--- config.mk ---
export PLATFORM = sky130hd
export DESIGN_NAME = mvm_12_1_12_1
export DESIGN_NICKNAME = d
export VERILOG_FILES = /design/src/rtl/mvm_pkg.sv /design/src/rtl/mvm_mac.sv /design/src/rtl/mvm_12_1_12_1.sv
export SDC_FILE = /design/constraint.sdc
export NUM_CORES = 2
export LEC_CHECK = 0
export ABC_AREA = 1
export BUFFER_PORTS_ARGS = -buffer_cell sky130_fd_sc_hd__buf_2
export CAP_MARGIN = 20
export CORE_UTILIZATION = 65
export CTS_CLUSTER_SIZE = 16
export DETAILED_ROUTE_END_ITERATION = 16
export PLACE_DENSITY = 0.83
export SYNTH_ARGS = -nofsm -noshare
export SYNTH_HDL_FRONTEND = slang
export SYNTH_SLANG_ARGS = --single-unit
--- constraint.sdc ---
create_clock -name clk -period 15.3 [get_ports clk]
set_input_delay 0.765 -clock clk [delete_from_list [all_inputs] [get_ports clk]]
set_output_delay 0.765 -clock clk [all_outputs]
set_load 0.05 [all_outputs]
--- src/rtl/mvm_pkg.sv ---
// Shared types and width helpers for the matrix-vector multiplier.
package mvm_pkg;

    localparam int unsigned MvmM = 12;
    localparam int unsigned MvmP = 1;
    localparam int unsigned MvmB = 12;
    localparam int unsigned MvmG = 1;

    typedef enum logic [2:0] {
        StIdle,
        StLoadA,
        StLoadX,
        StCompute,
        StDrain,
        StOutput
    } mvm_state_e;

    function automatic int unsigned addr_w(input int unsigned m);
        return $clog2(m * m);
    endfunction

    function automatic int unsigned idx_w(input int unsigned m);
        return $clog2(m);
    endfunction

    function automatic int unsigned out_w(input int unsigned b);
        return 2 * b;
    endfunction

endpackage

--- src/rtl/mvm_mac.sv ---
// One multiply-accumulate lane: signed BxB product, optional product register,
// 2B-bit wrapping accumulator restarted by first_i.
module mvm_mac
    import mvm_pkg::*;
#(
    parameter int unsigned B = MvmB,
    parameter int unsigned G = MvmG
) (
    input  logic                          clk_i,
    input  logic                          rst_ni,
    input  logic                          vld_i,
    input  logic                          first_i,
    input  logic                          last_i,
    input  logic signed [B-1:0]           a_i,
    input  logic signed [B-1:0]           b_i,
    output logic signed [out_w(B)-1:0]    acc_o,
    output logic                          acc_vld_o
);

    localparam int unsigned W = out_w(B);

    logic signed [W-1:0] a_ext, b_ext, prod;
    logic signed [W-1:0] prod_s;
    logic                vld_s, first_s, last_s;
    logic signed [W-1:0] acc_q;
    logic                acc_vld_q;

    assign a_ext = {{B{a_i[B-1]}}, a_i};
    assign b_ext = {{B{b_i[B-1]}}, b_i};
    assign prod  = a_ext * b_ext;

    if (G != 0) begin : g_pipe
        logic signed [W-1:0] prod_q;
        logic                vld_q, first_q, last_q;

        always_ff @(posedge clk_i or negedge rst_ni) begin
            if (!rst_ni) begin
                prod_q  <= '0;
                vld_q   <= 1'b0;
                first_q <= 1'b0;
                last_q  <= 1'b0;
            end else begin
                prod_q  <= prod;
                vld_q   <= vld_i;
                first_q <= first_i;
                last_q  <= last_i;
            end
        end

        assign prod_s  = prod_q;
        assign vld_s   = vld_q;
        assign first_s = first_q;
        assign last_s  = last_q;
    end else begin : g_comb
        assign prod_s  = prod;
        assign vld_s   = vld_i;
        assign first_s = first_i;
        assign last_s  = last_i;
    end

    // acc_vld_o marks the cycle in which acc_o holds a finished row sum.
    always_ff @(posedge clk_i or negedge rst_ni) begin
        if (!rst_ni) begin
            acc_q     <= '0;
            acc_vld_q <= 1'b0;
        end else begin
            if (vld_s) begin
                acc_q <= first_s ? prod_s : acc_q + prod_s;
            end
            acc_vld_q <= vld_s & last_s;
        end
    end

    assign acc_o     = acc_q;
    assign acc_vld_o = acc_vld_q;

endmodule

--- src/rtl/mvm_12_1_12_1.sv ---
// Matrix-vector multiplier core: serial load of A and x, P-lane compute of y = A*x,
// one-cycle done pulse followed by M serial result words.
module mvm_12_1_12_1
    import mvm_pkg::*;
#(
    parameter int unsigned M = MvmM,
    parameter int unsigned P = MvmP,
    parameter int unsigned B = MvmB,
    parameter int unsigned G = MvmG
) (
    input  logic                  clk,
    input  logic                  reset,
    input  logic                  loadMatrix,
    input  logic                  loadVector,
    input  logic                  start,
    output logic                  done,
    input  logic signed [B-1:0]   data_in,
    output logic signed [2*B-1:0] data_out
);

    localparam int unsigned AW     = addr_w(M);
    localparam int unsigned IW     = idx_w(M);
    localparam int unsigned OW     = out_w(B);
    localparam int unsigned Groups = M / P;

    mvm_state_e state_q, state_d;
    logic [AW-1:0] cnt_q, cnt_d;
    logic [IW-1:0] k_q, k_d;
    logic [IW-1:0] g_q, g_d;
    logic [IW-1:0] wg_q, wg_d;
    logic [IW-1:0] out_q, out_d;
    logic          done_q, done_d;
    logic signed [OW-1:0] data_out_q, data_out_d;

    logic a_we, x_we, issue, y_we;

    logic signed [B-1:0]  a_mem [M*M];
    logic signed [B-1:0]  x_mem [M];
    logic signed [OW-1:0] y_mem [M];

    logic signed [B-1:0]  a_op   [P];
    logic signed [OW-1:0] acc    [P];
    logic [P-1:0]         acc_vld;

    // Operand storage is deliberately outside the reset domain so it survives reset.
    always_ff @(posedge clk) begin
        if (a_we) begin
            a_mem[cnt_q] <= data_in;
        end
    end

    always_ff @(posedge clk) begin
        if (x_we) begin
            x_mem[cnt_q[IW-1:0]] <= data_in;
        end
    end

    always_ff @(posedge clk) begin
        if (y_we) begin
            for (int unsigned l = 0; l < P; l++) begin
                y_mem[IW'(32'(wg_q) * P + l)] <= acc[l];
            end
        end
    end

    always_comb begin
        for (int unsigned l = 0; l < P; l++) begin
            a_op[l] = a_mem[AW'((32'(g_q) * P + l) * M + 32'(k_q))];
        end
    end

    for (genvar l = 0; l < P; l++) begin : g_lane
        mvm_mac #(
            .B(B),
            .G(G)
        ) u_mac (
            .clk_i    (clk),
            .rst_ni   (reset),
            .vld_i    (issue),
            .first_i  (k_q == '0),
            .last_i   (k_q == IW'(M - 1)),
            .a_i      (a_op[l]),
            .b_i      (x_mem[k_q]),
            .acc_o    (acc[l]),
            .acc_vld_o(acc_vld[l])
        );
    end

    // Lanes run in lockstep, so all finish a row group together.
    assign y_we = &acc_vld;

    always_comb begin
        state_d    = state_q;
        cnt_d      = cnt_q;
        k_d        = k_q;
        g_d        = g_q;
        wg_d       = y_we ? wg_q + IW'(1) : wg_q;
        out_d      = out_q;
        done_d     = 1'b0;
        data_out_d = data_out_q;
        a_we       = 1'b0;
        x_we       = 1'b0;
        issue      = 1'b0;

        unique case (state_q)
            StIdle: begin
                if (loadMatrix) begin
                    state_d = StLoadA;
                    cnt_d   = '0;
                end else if (loadVector) begin
                    state_d = StLoadX;
                    cnt_d   = '0;
                end else if (start) begin
                    state_d = StCompute;
                    k_d     = '0;
                    g_d     = '0;
                    wg_d    = '0;
                end
            end
            StLoadA: begin
                a_we  = 1'b1;
                cnt_d = cnt_q + AW'(1);
                if (cnt_q == AW'(M * M - 1)) begin
                    state_d = StIdle;
                end
            end
            StLoadX: begin
                x_we  = 1'b1;
                cnt_d = cnt_q + AW'(1);
                if (cnt_q == AW'(M - 1)) begin
                    state_d = StIdle;
                end
            end
            StCompute: begin
                issue = 1'b1;
                if (k_q == IW'(M - 1)) begin
                    k_d = '0;
                    g_d = g_q + IW'(1);
                    if (g_q == IW'(Groups - 1)) begin
                        state_d = StDrain;
                    end
                end else begin
                    k_d = k_q + IW'(1);
                end
            end
            StDrain: begin
                if (y_we && wg_q == IW'(Groups - 1)) begin
                    done_d  = 1'b1;
                    out_d   = '0;
                    state_d = StOutput;
                end
            end
            StOutput: begin
                data_out_d = y_mem[out_q];
                out_d      = out_q + IW'(1);
                if (out_q == IW'(M - 1)) begin
                    state_d = StIdle;
                end
            end
            default: state_d = StIdle;
        endcase
    end

    always_ff @(posedge clk or negedge reset) begin
        if (!reset) begin
            state_q    <= StIdle;
            cnt_q      <= '0;
            k_q        <= '0;
            g_q        <= '0;
            wg_q       <= '0;
            out_q      <= '0;
            done_q     <= 1'b0;
            data_out_q <= '0;
        end else begin
            state_q    <= state_d;
            cnt_q      <= cnt_d;
            k_q        <= k_d;
            g_q        <= g_d;
            wg_q       <= wg_d;
            out_q      <= out_d;
            done_q     <= done_d;
            data_out_q <= data_out_d;
        end
    end

    assign done     = done_q;
    assign data_out = data_out_q;

endmodule

---- Word level (Yosys, flattened, before mapping) ----
Memories as Yosys holds them, arrays and structs flattened. A register that Yosys moved wholly into a read port is not among the register bits.
Index checks and enable logic that the tools add are counted.
word-level totals
  register bits after elaboration ......... 80
  bits in latches ......................... 0
  memory bits (writable) .................. 2160
  bits in read-only memories .............. 0
  output and inout bits ................... 25
  logic and storage cells ................. 100
  memories kept ........................... 3
memory list
  memory  depth  width  read ports  clocked after memory_dff  write ports  RTL line             RTL
  a_mem   144    12     1           0                         1            mvm_12_1_12_1.sv:37  logic signed [B-1:0] a_mem [M*M];
  y_mem   12     24     1           1                         1            mvm_12_1_12_1.sv:39  logic signed [OW-1:0] y_mem [M];
  x_mem   12     12     1           0                         1            mvm_12_1_12_1.sv:38  logic signed [B-1:0] x_mem [M];
cells by class
  $add $sub $neg .......................... 7
  multipliers ............................. 2
  divide/modulo/power cells ............... 0
  $lt $le $gt $ge ......................... 0
  equality and inequality tests ........... 22
  shift operators ......................... 0
  muxes and demuxes ....................... 39
  bitwise gates (word level) .............. 1
  reductions and logical operators ........ 13
operator list
  cell                 number
  $mux 4               11
  $mux 3               9
  $add 24x24->24       1
  $mul 12x12->24       1
  $mux 24              1
  $pmux 4 s2           3
  $pmux 3 s6           1
  $add 4x1->4 const B  4
  $eq 4x4->1 const B   4
  $mux 8               2
  $ne 2x2->1 const B   8
  $pmux 8 s2           1
  $mux 1               11
  $add 8x1->8 const B  1
  $add 8x4->8          1
  $eq 8x4->1 const B   1
  $eq 8x8->1 const B   1
  $reduce_and 7->1     1
  $eq 3x2->1 const B   2
  $eq 3x3->1 const B   2
  $mul 4x2->6 const B  1
  $reduce_bool 2->1    3
  $reduce_and 5->1     1
  $logic_not 4->1      1
  other kinds (11)     12

---- Logic depth before layout (Yosys ltp) ----
  depth after elaboration ................. 6
  mapped depth ............................ 35

---- By module ----
From an unflattened synthesis, not the netlist that was laid out.
unflattened totals
  cells, all modules ...................... 8680
  area total of the unflattened synthesis .. 99035.0 µm²
modules (own cells, without submodules)
  module         times used  cells each  area each (µm²)  sequential area each (µm²)
  mvm_12_1_12_1  1           7499        90107.7          66163.5
  mvm_mac        1           1181        8927.3           1301.2

---- Worst setup path before layout ----
No wires, ideal clock.
  kind .................................... reg-to-reg
  start ................................... register g_q[0]
  end ..................................... register g_lane[0].u_mac.g_pipe.prod_q[16]
  setup time .............................. 0.124 ns
  arrival ................................. 6.333 ns
  data required time ...................... 15.176 ns
  path slack .............................. 8.843 ns
  cell stages (with the launch flop) ...... 28
  path buffers ............................ 4
  period minus slack after synthesis ...... 6.457 ns
  path through ............................ dfrtp_1 ha_1 fa_1 buf_2 inv_2 buf_1 clkbuf_1 o21ai_0 nand3_1 buf_4 nand3_1 fa_1 inv_1 ha_1 fa_1 inv_1 fa_1 fa_1 inv_1 ha_1 a21oi_1 o21ai_0 a21o_1 a21oi_1 o21ai_0 nand3_1 nand2_1 xor2_1
on the way
  longest elaborated chain between the ends .. 4
RTL lines
  element                             RTL line              RTL
  start: declaration                  mvm_12_1_12_1.sv:29   logic [IW-1:0] g_q, g_d;
  start signal: assignment            mvm_12_1_12_1.sv:178  g_q <= g_d;
  $mul 4x2->6                         mvm_12_1_12_1.sv:68   a_op[l] = a_mem[AW'((32'(g_q) * P + l) * M + 32'(k_q))];
  $add 8x4->8                         mvm_12_1_12_1.sv:68
  $mem_v2 144x12                      n/a
  $mul 12x12->24                      mvm_mac.sv:30         assign prod = a_ext * b_ext;
  named net g_lane[0].u_mac.prod[16]  mvm_mac.sv:22         logic signed [W-1:0] a_ext, b_ext, prod;
  end signal: assignment              mvm_mac.sv:43         prod_q <= prod;
  end: declaration                    mvm_mac.sv:33         logic signed [W-1:0] prod_q;
The timed path passes the listed nets, and every way through them passes these cells.
A chain may end at the register's enable or synchronous reset.

---- Worst setup path in the final report ----
  start ................................... register k_q[0]
  end ..................................... register g_lane[0].u_mac.g_pipe.prod_q[21]
on the way
  longest elaborated chain between the ends .. 3
RTL lines
  element                             RTL line              RTL
  start: declaration                  mvm_12_1_12_1.sv:28   logic [IW-1:0] k_q, k_d;
  start signal: assignment            mvm_12_1_12_1.sv:177  k_q <= k_d;
  $add 8x4->8                         mvm_12_1_12_1.sv:68
  $mem_v2 144x12                      n/a
  $mul 12x12->24 *                    mvm_mac.sv:30
  named net g_lane[0].u_mac.prod[21]  mvm_mac.sv:22
Mark *: on every way through the listed nets, which the timed path passes. The rest lies on a longest branch.

==> run metrics <==
Req. time, crit path=16.06 ns; fin cells=10800; Slowest-stage cell, CP=dfrtp_4; CTS tree=yes; H-tree Lvls=4; final net count=8864; PortBufs=41; Setup crit start kind=flop; Vias/cell=6.41; fmax=about 0.1 GHz; min cycle time layout=9.98 ns; CTS Buffer Depth=3; Ys Warns=0; data arrival time of the critical path=10.73 ns; Die Area=155000 µm²; sequential share of the synthesized area=0.675; Post-synth EDFFs=2160; core area=152000 µm²; crit path max fanout=202; Avg WL per Cell=24.8 µm; Final Max Slew Viols=0; syn nets=8881; Crit path depth=31; Clock Latency Late Sink=0.85 ns; Async SR Flop Fraction=0.0459; final wirelength=269 mm; Worst Hold Path EP=a_mem[115][2]; CP peak stage delay=0.95 ns; Worst Tran Pin Value=1.15 ns; most used cell, CP=nand3_1; via count=69400; die width=between 300 and 400 µm; total grt overflow=0; io pins=42; post-CTS sizing=0; status=finished clean; Avg Cell Area, Syn=11.6 µm²; Pre-antenna DRT Iters=7; hpwl dp=154 mm; #FFs+latches synth=2264; Setup Crit Path Kind=reg2reg; cell count after placement=10400; vias in the first global route=68100; RSZ-0062 raised after global routing=false; antenna fix cells=0; Slew headroom=0.231; placer congestion estimate=0.889; DRT iter0 DRCs=10800; Clock transition at path regs=0.07 ns; maxcap violations=0; CP Capture Type=flop; first-pass GRT wire length=around 400 mm; Worst Hold Launch=data_in[2]; period utilization=0.652; Area Overhead vs Synth=8.64%; initial antenna violation count=5; Post-CTS Setup Inserts=0; worst hold stages=1; Reg2Reg Setup Slack=5.32 ns; synthesized area=around 100000 µm²; residual DRC count=0; hold violation count in the final report=0; Mapped Cells=about 8600; Crit path max-delay family=adder cells; clk root buf=clkbuf_16; worst hold path type=in2reg; layout cells sized above 1=0.0842; clk sink count=2264; Starting Density=0.657; Setup Skew=0.0879 ns; Primary FF master, synth=edfxtp_1; antenna-violating nets left=0; Final setup viols=0; setup TNS=0 ns; Synth cell types=62; Worst R2R Start=k_q[0]; reg2reg end=g_lane[0].u_mac.g_pipe.prod_q[21]; Bufs and invs on worst path=8; largest net degree at the start of global routing=240; Rows=143; R2R cell count=31; GRT Total Usage=0.342; die height=394 µm; Num CTS Buffers=around 210
## cell usage after synthesis, types with 3 or more instances
library cell,count,area share
a211oi_1,4,0.00030
o21ai_1,26,0.0013
xnor2_1,13,0.0011
clkbuf_1,131,0.0049
a21oi_2,7,0.00061
or2_2,71,0.0044
buf_1,48,0.0018
xor2_1,30,0.0026
fa_1,141,0.028
nand3_2,21,0.0021
o21a_1,12,0.00090
a221oi_1,13,0.0011
dfrtp_1,104,0.026
nand2_1,2086,0.078
buf_4,63,0.0047
inv_2,18,0.00068
buf_6,85,0.0096
or2_0,9,0.00056
nand4_1,6,0.00038
o21ai_0,334,0.017
nand3_1,1461,0.073
a32o_1,46,0.0046
nor3_1,13,0.00065
or2_1,27,0.0017
nand3_4,4,0.00070
nor2_1,527,0.020
o22ai_1,48,0.0030
edfxtp_1,2160,0.65
nor2_4,7,0.00079
a21o_1,7,0.00053
buf_12,3,0.00060
nor4_1,5,0.00031
o221ai_1,33,0.0029
clkinv_1,3,0.00011
nand2_2,6,0.00038
o21bai_1,3,0.00023
inv_1,546,0.020
buf_2,168,0.0084
xnor2_2,3,0.00049
ha_1,92,0.012
a21oi_1,182,0.0091
o211ai_1,38,0.0029
## cells by family after synthesis
logic type	after synthesis	synth area share
AOI/OAI and AO/OA	768	0.0457
xor gates and xnor gates	47	0.00442
adders and majority gates	233	0.0397
buffers and inverters	1070	0.0518
DFF	2264	0.675
and+or+nand+nor	4249	0.184
## layout by cell type (no fill, tap or decap), drive strengths merged, types with 141 or more instances in the layout
cell type  netlist  routed
nor2           535     535
edfxtp        2160    2160
a21oi          189     189
nand3         1486    1486
clkbuf         131     268
buf            369     267
nand2         2094    2094
inv            566     575
o21ai          360     360
fa             141     141
## per-layer routing
| layer | share of wire | routed length (µm) | vias to the layer above | GRT usage |
|---|---|---|---|---|
| met2 | 0.47 | 126000 | 5224 | 0.542 |
| met4 | 0.059 | 16000 | 6 | 0.187 |
| met5 | 0.00016 | 43 | - | 0 |
| li1 | - | - | 30000 | - |
| met3 | 0.13 | 34100 | 985 | 0.0721 |
| met1 | 0.34 | 92100 | 33300 | 0.444 |
## final cells by class
type	count	area, µm²
clock inverter	129	1170
sequential	2264	67500
fill	9499	43600
inverter	570	2180
tap	2030	2540
timing repair buffer	268	2210
multi-input combinational	5297	27400
clock buffer	268	5630
## what timing repair did
action	in CTS	in global routing
endpoints found under the setup margin	0	0
endpoints found under the hold margin	53	0
hold buffers	1	0
## worst max path at each step
stage / from / endpoint / slack (ns)
floorplan: g_q[0] / g_lane[0].u_mac.g_pipe.prod_q[16] / 8.84
global placement: k_q[0] / g_lane[0].u_mac.g_pipe.prod_q[19] / 5.79
detailed placement: k_q[0] / g_lane[0].u_mac.g_pipe.prod_q[16] / 5.70
CTS: k_q[0] / g_lane[0].u_mac.g_pipe.prod_q[19] / 5.65
global route: k_q[0] / g_lane[0].u_mac.g_pipe.prod_q[21] / 4.93
finish: k_q[0] / g_lane[0].u_mac.g_pipe.prod_q[21] / 5.32
## flip-flops by register name, summed over array words and instances, names as in the netlist, 4 cells and up
register	cells
cnt_q	8
wg_q	4
data_out	24
out_q	4
a_mem	1728
x_mem	144
g_lane.u_mac.acc_o	24
g_lane.u_mac.g_pipe.prod_q	24
g_q	4
k_q	4
y_mem	288
## through the flow
step	util	worst slack, ns	hold slack (ns)	cell area (µm²)
6_report	0.714	5.32	0.373	109000
5_1_grt	0.714	4.93	0.356	109000
4_1_cts	0.711	5.65	0.343	108000
3_5_place_dp	0.666	5.70	0.448	101000
3_3_place_gp	0.663	5.79	0.446	101000
2_1_floorplan	-	8.84	0.409	100000
Power is not shown: default switching activity piles up to over one toggle a cycle in this logic, so the estimate is an artifact.
